$ cat src/rtl/dtc_pkg.sv
// Shared types and helpers for the DTC classifier-vote blocks.
package dtc_pkg;

    localparam int NUM_CLASSES = 9;
    localparam int THERM_W     = 8;
    localparam int CLASS_W     = 4;
    localparam int VOTE_W      = 8;

    typedef enum logic [1:0] {
        ST_ACCUM = 2'd0,
        ST_ARG   = 2'd1,
        ST_EMIT  = 2'd2
    } state_e;

    typedef logic [VOTE_W-1:0]            vote_t;
    typedef vote_t [NUM_CLASSES-1:0]      votes_t;

    typedef struct packed {
        logic [CLASS_W-1:0] cls;
        vote_t              conf;
    } argmax_t;

    // Strict '>' keeps the earliest index on ties; all-zero votes yield class 0.
    function automatic argmax_t vote_argmax(input votes_t v);
        argmax_t r;
        r.cls  = '0;
        r.conf = v[0];
        for (int i = 1; i < NUM_CLASSES; i++) begin
            if (v[i] > r.conf) begin
                r.cls  = CLASS_W'(i);
                r.conf = v[i];
            end
        end
        return r;
    endfunction

endpackage

$ cat src/rtl/dtc_therm_decode.sv
// Thermometer-code decoder: legal iff the code is an LSB-aligned run of ones.
module dtc_therm_decode
    import dtc_pkg::*;
(
    input  logic [THERM_W-1:0] therm_i,
    output logic               legal_o,
    output logic [CLASS_W-1:0] class_o
);

    logic [THERM_W:0] ext;
    logic [CLASS_W-1:0] ones;

    // A run of ones from bit 0 plus one carries out cleanly, leaving no overlap.
    assign ext     = {1'b0, therm_i};
    assign legal_o = (((ext + 1'b1) & ext) == '0);

    always_comb begin
        ones = '0;
        for (int i = 0; i < THERM_W; i++) begin
            ones = ones + CLASS_W'(therm_i[i]);
        end
    end

    assign class_o = legal_o ? ones : '0;

endmodule

$ cat src/rtl/dtc_vote_accum.sv
// Accumulates classifier votes over a window and emits the majority class.
module dtc_vote_accum
    import dtc_pkg::*;
#(
    parameter int WIN   = 8,
    parameter int CNT_W = 8
) (
    input  logic                clk,
    input  logic                rst_n,
    input  logic                in_valid,
    output logic                in_ready,
    input  logic [THERM_W-1:0]  in_therm,
    input  logic                flush,
    output logic                out_valid,
    input  logic                out_ready,
    output logic [CLASS_W-1:0]  out_class,
    output logic [CNT_W-1:0]    out_conf,
    output logic                out_err
);

    localparam logic [VOTE_W-1:0] WIN_N = VOTE_W'(WIN);

    state_e             state_q, state_d;
    votes_t             votes_q, votes_d;
    logic [VOTE_W-1:0]  n_q, n_d;
    logic               err_q, err_d;
    logic [CLASS_W-1:0] class_q, class_d;
    logic [CNT_W-1:0]   conf_q, conf_d;
    logic               oerr_q, oerr_d;

    logic               legal;
    logic [CLASS_W-1:0] cls;
    logic               accept;
    argmax_t            am;

    dtc_therm_decode u_dec (
        .therm_i (in_therm),
        .legal_o (legal),
        .class_o (cls)
    );

    assign am = vote_argmax(votes_q);

    always_comb begin
        state_d   = state_q;
        votes_d   = votes_q;
        n_d       = n_q;
        err_d     = err_q;
        class_d   = class_q;
        conf_d    = conf_q;
        oerr_d    = oerr_q;
        in_ready  = (state_q == ST_ACCUM);
        out_valid = (state_q == ST_EMIT);
        accept    = in_valid && in_ready;

        case (state_q)
            ST_ACCUM: begin
                if (accept) begin
                    n_d = n_q + 8'd1;
                    if (!legal) begin
                        err_d = 1'b1;
                    end else if (votes_q[cls] != '1) begin
                        votes_d[cls] = votes_q[cls] + 8'd1;
                    end
                end
                // A flush counts a sample accepted on the same edge toward n>0.
                if ((accept && (n_q + 8'd1 == WIN_N)) ||
                    (flush && ((n_q != '0) || accept))) begin
                    state_d = ST_ARG;
                end
            end
            ST_ARG: begin
                class_d = am.cls;
                conf_d  = CNT_W'(am.conf);
                oerr_d  = err_q;
                state_d = ST_EMIT;
            end
            ST_EMIT: begin
                if (out_ready) begin
                    votes_d = '0;
                    n_d     = '0;
                    err_d   = 1'b0;
                    state_d = ST_ACCUM;
                end
            end
            default: state_d = ST_ACCUM;
        endcase
    end

    always_ff @(posedge clk or negedge rst_n) begin
        if (!rst_n) begin
            state_q <= ST_ACCUM;
            votes_q <= '0;
            n_q     <= '0;
            err_q   <= 1'b0;
            class_q <= '0;
            conf_q  <= '0;
            oerr_q  <= 1'b0;
        end else begin
            state_q <= state_d;
            votes_q <= votes_d;
            n_q     <= n_d;
            err_q   <= err_d;
            class_q <= class_d;
            conf_q  <= conf_d;
            oerr_q  <= oerr_d;
        end
    end

    assign out_class = class_q;
    assign out_conf  = conf_q;
    assign out_err   = oerr_q;

endmodule

$ cat config.mk
export PLATFORM = sky130hd
export DESIGN_NAME = dtc_vote_accum
export DESIGN_NICKNAME = d
export VERILOG_FILES = /design/src/rtl/dtc_pkg.sv /design/src/rtl/dtc_therm_decode.sv /design/src/rtl/dtc_vote_accum.sv
export SDC_FILE = /design/constraint.sdc
export NUM_CORES = 1
export LEC_CHECK = 0
export CORE_ASPECT_RATIO = 2
export CORE_MARGIN = 2
export CORE_UTILIZATION = 50
export CTS_CLUSTER_DIAMETER = 50
export DETAILED_ROUTE_END_ITERATION = 10
export PLACE_DENSITY = 0.77
export SLEW_MARGIN = 30
export SYNTH_ARGS = -nofsm -noshare
export SYNTH_HDL_FRONTEND = slang
export SYNTH_SLANG_ARGS = --single-unit
$ cat constraint.sdc
create_clock -name clk -period 15.6 [get_ports clk]
set_input_delay 3.12 -clock clk [delete_from_list [all_inputs] [get_ports clk]]
set_output_delay 3.12 -clock clk [all_outputs]
set_load 0.01 [all_outputs]
==> summary.txt <==
Outcome
  • Status: complete, no violations

Finish
  • Fillers: 1,297
  • Antenna cell count: 0
  • Post-route design area: 8510 µm²
  • Reg area: 2400 µm²
  • Multi-input combinational cell area: 4910 µm²
  • Non-Filler Instances: 1,113
  • Final nets: 997
  • Synthesis-to-layout area growth: 11.5%
  • Share of layout cells above drive strength 1: 10.9%

Worst setup path
  • Crit path launch: votes_q[1]$_DFFE_PN0P_
  • Req. time, crit path: 15.86 ns
  • CP endpoint kind: flip-flop
  • Worst Setup Start Kind: flip-flop
  • Cell mode on critical path: ha_1
  • R2r worst-path depth: 76
  • R2r setup slk: 0.98 ns
  • Critical path peak fanout: 15
  • Critical Path AT: 14.88 ns
  • Critical path class: reg2reg
  • CP endpoint: out_conf[5]$_DFFE_PN0N_
  • Worst R2R End: out_conf[5]$_DFFE_PN0N_
  • CP peak stage delay: 0.41 ns
  • R2r startpoint: votes_q[1]$_DFFE_PN0P_
  • Slowest CP cell: dfrtp_1

Synthesis
  • EDFF count, synth: 0
  • Mux contribution to synthesized area: 7.71%
  • Top post-synthesis cells by area: dfrtp_1, ha_1, o21ai_0
  • Yosys warnings: 0
  • Fraction of registers with async set/reset: 100%
  • Sequential share of the synthesized area: 31.5%
  • Syn Area/Cell: 8.57 µm²
  • Most common cell in the netlist: nand2_1
  • Syn Std Cell Area: 7630 µm²
  • Area share of fa/ha/maj cells after synthesis: 12.2%
  • Main combinational cell family by area after synthesis: compound AO/OA/AOI/OAI gates
  • Count of cell types in the netlist: 79
  • Synth Area in Compound Gates: 25.5%
  • Seq cells post-synth: 96
  • Syn Nets: 974
  • Synth top area share: 31.5%
  • Most frequent cells after synthesis: nand2_1, o21ai_0, dfrtp_1, inv_1, ha_1
  • Largest area contributor in the netlist: dfrtp_1
  • Mapped Cells: 890
  • Synth Flop Type: dfrtp_1
  • Synth Area in XOR/XNOR: 0.918%
  • Post-Synth Simple-Gate Area: 17.2%

STA
  • Max Fclk: 68.4 MHz
  • Final setup violation count: 0
  • Slew HR: 35.6%
  • Setup Skew: 0.00777 ns
  • Final worst-path cycle share: 93.7%
  • Tmin final: 14.62 ns
  • Worst Tran Pin Value: 0.964 ns
  • Final Max Slew Viols: 0
  • Final hold violation count: 0
  • Setup TNS: 0 ns

Routing
  • Starting DRT DRC Count: 680
  • WL/cell: 21.6 µm
  • Drt first pass iters: 7
  • Vias/cell: 6.49
  • ANT nets after route: 0
  • DRC: 0
  • Vias: 7,224
  • Drt total wl: 24.0 mm

Job
  • MaxCap Viol Count: 0

GRT
  • Congestion Overflow GR: 0
  • GRT Total Usage: 29.8%
  • Initial antenna violation count: 0
  • Global-route wire length before repair: 37.9 mm
  • Largest net degree at the start of global routing: 74
  • Number of global-route vias before repair: 7,311

CTS
  • CTS root buf: clkbuf_16
  • Hold-fix buffers, CTS: 0
  • CTS tree: built
  • Clk slew on worst S/H paths: 0.07 ns
  • # clock sinks: 96
  • CTS Buf Count: 9
  • Worst skew pair latency: 0.35 ns
  • Clock Path Buffers: 2
  • # H-tree levels: 3

Floorplan
  • # rows: 63
  • Core ar.: 14,900 µm²
  • Die Footprint: 16,300 µm²
  • Initial core utilization: 51.2%
  • Die span in y: 179 µm
  • Die width: 91.4 µm
  • IO Count: 28

Placed design
  • Placed Cells: 1,089
  • Buffers on Ports: 27
  • Routability cong.: 0.951
  • Hpwl dp: 18.5 mm
  • Area after DPL: 8100 µm²

Worst hold path
  • Hold Startpoint: out_class[3]$_DFFE_PN0N_
  • HP Class: reg2reg
  • Hold path cells: 2
==> registers in the layout, indices dropped and copies added (netlist names) <==
signal,cells
err_q,1
n_q,8
out_class,4
out_conf,8
out_err,1
state_q,2
votes_q,72
==> layout by cell type (no fill, tap or decap), types with 7 or more instances in the layout <==
master	Yosys	final
a21o_1	20	20
a21oi_1	42	42
a22o_1	10	10
a32o_1	7	7
and2_1	9	9
and3_1	13	12
buf_4	0	16
clkbuf_16	0	9
clkdlybuf4s50_1	0	26
dfrtp_1	96	96
ha_1	67	67
inv_1	68	68
mux2_2	25	25
mux2i_1	21	19
nand2_1	130	130
nand3_1	32	32
nand4_1	7	7
nor2_1	34	34
nor2b_1	14	14
nor3_1	12	11
o211ai_1	9	9
o21a_1	8	8
o21ai_0	101	99
o21ai_1	10	11
==> stage by stage <==
step | utilization (%) | hold WS (ns) | setup WS [ns]
after floorplan | - | 0.432 | 1.10
after global placement | 54.3 | 0.462 | 0.334
after detailed placement | 54.4 | 0.470 | -0.0115
after CTS | 56.4 | 0.488 | 0.142
after global routing | 57.1 | 0.502 | -0.0230
final | 57.1 | 0.491 | 0.982
==> worst max-delay path, delay by kind of cell (launching register included) <==
kind                     cells  cell delay [ns]
AO/OA/AOI/OAI               37             6.40
adder cells (fa/ha/maj)      9             2.46
AND/OR/NAND/NOR             15             2.31
multiplexers                 6             1.76
buffers and inverters        9             1.13
flip-flops                   1             0.41
==> layer usage <==
layer  GRT usage, %  wire length, µm
met5              0                0
met4           22.3             2100
met3           3.40             1210
met2           56.0            12700
met1           29.5             7980
==> worst min path at each step <==
stage	to
floorplan	out_err$_DFFE_PN0N_
global placement	out_class[3]$_DFFE_PN0N_
detailed placement	out_class[3]$_DFFE_PN0N_
CTS	out_class[3]$_DFFE_PN0N_
global route	votes_q[24]$_DFFE_PN0P_
finish	out_class[3]$_DFFE_PN0N_
==> logic make-up (layout without fill, tap and decap cells) <==
kind of cell	Yosys count	count (layout)
AOI/OAI and AO/OA	283	283
xor gates and xnor gates	8	8
adders and majority gates	72	72
DFF	96	96
and+or+nand+nor	279	279
muxes	51	51
buffers and inverters	101	129
==> repair_timing <==
item,4_1_cts,5_1_grt
buffers inserted,0,8
pin swaps,0,4
gates resized for setup,1,12
setup endpoints to repair,6,12
==> cell type report <==
class	instances	area share, %
clock buffers	12	2.90
clock inverters	4	0.618
inverters	70	3.09
multi-input cells	693	57.7
flip-flops and latches	96	28.2
well taps	195	2.87
repair buffers	43	4.60
Power is left out: the tool's default activity adds up to more than one toggle a clock period on the data nets, which glitch-free logic cannot reach.
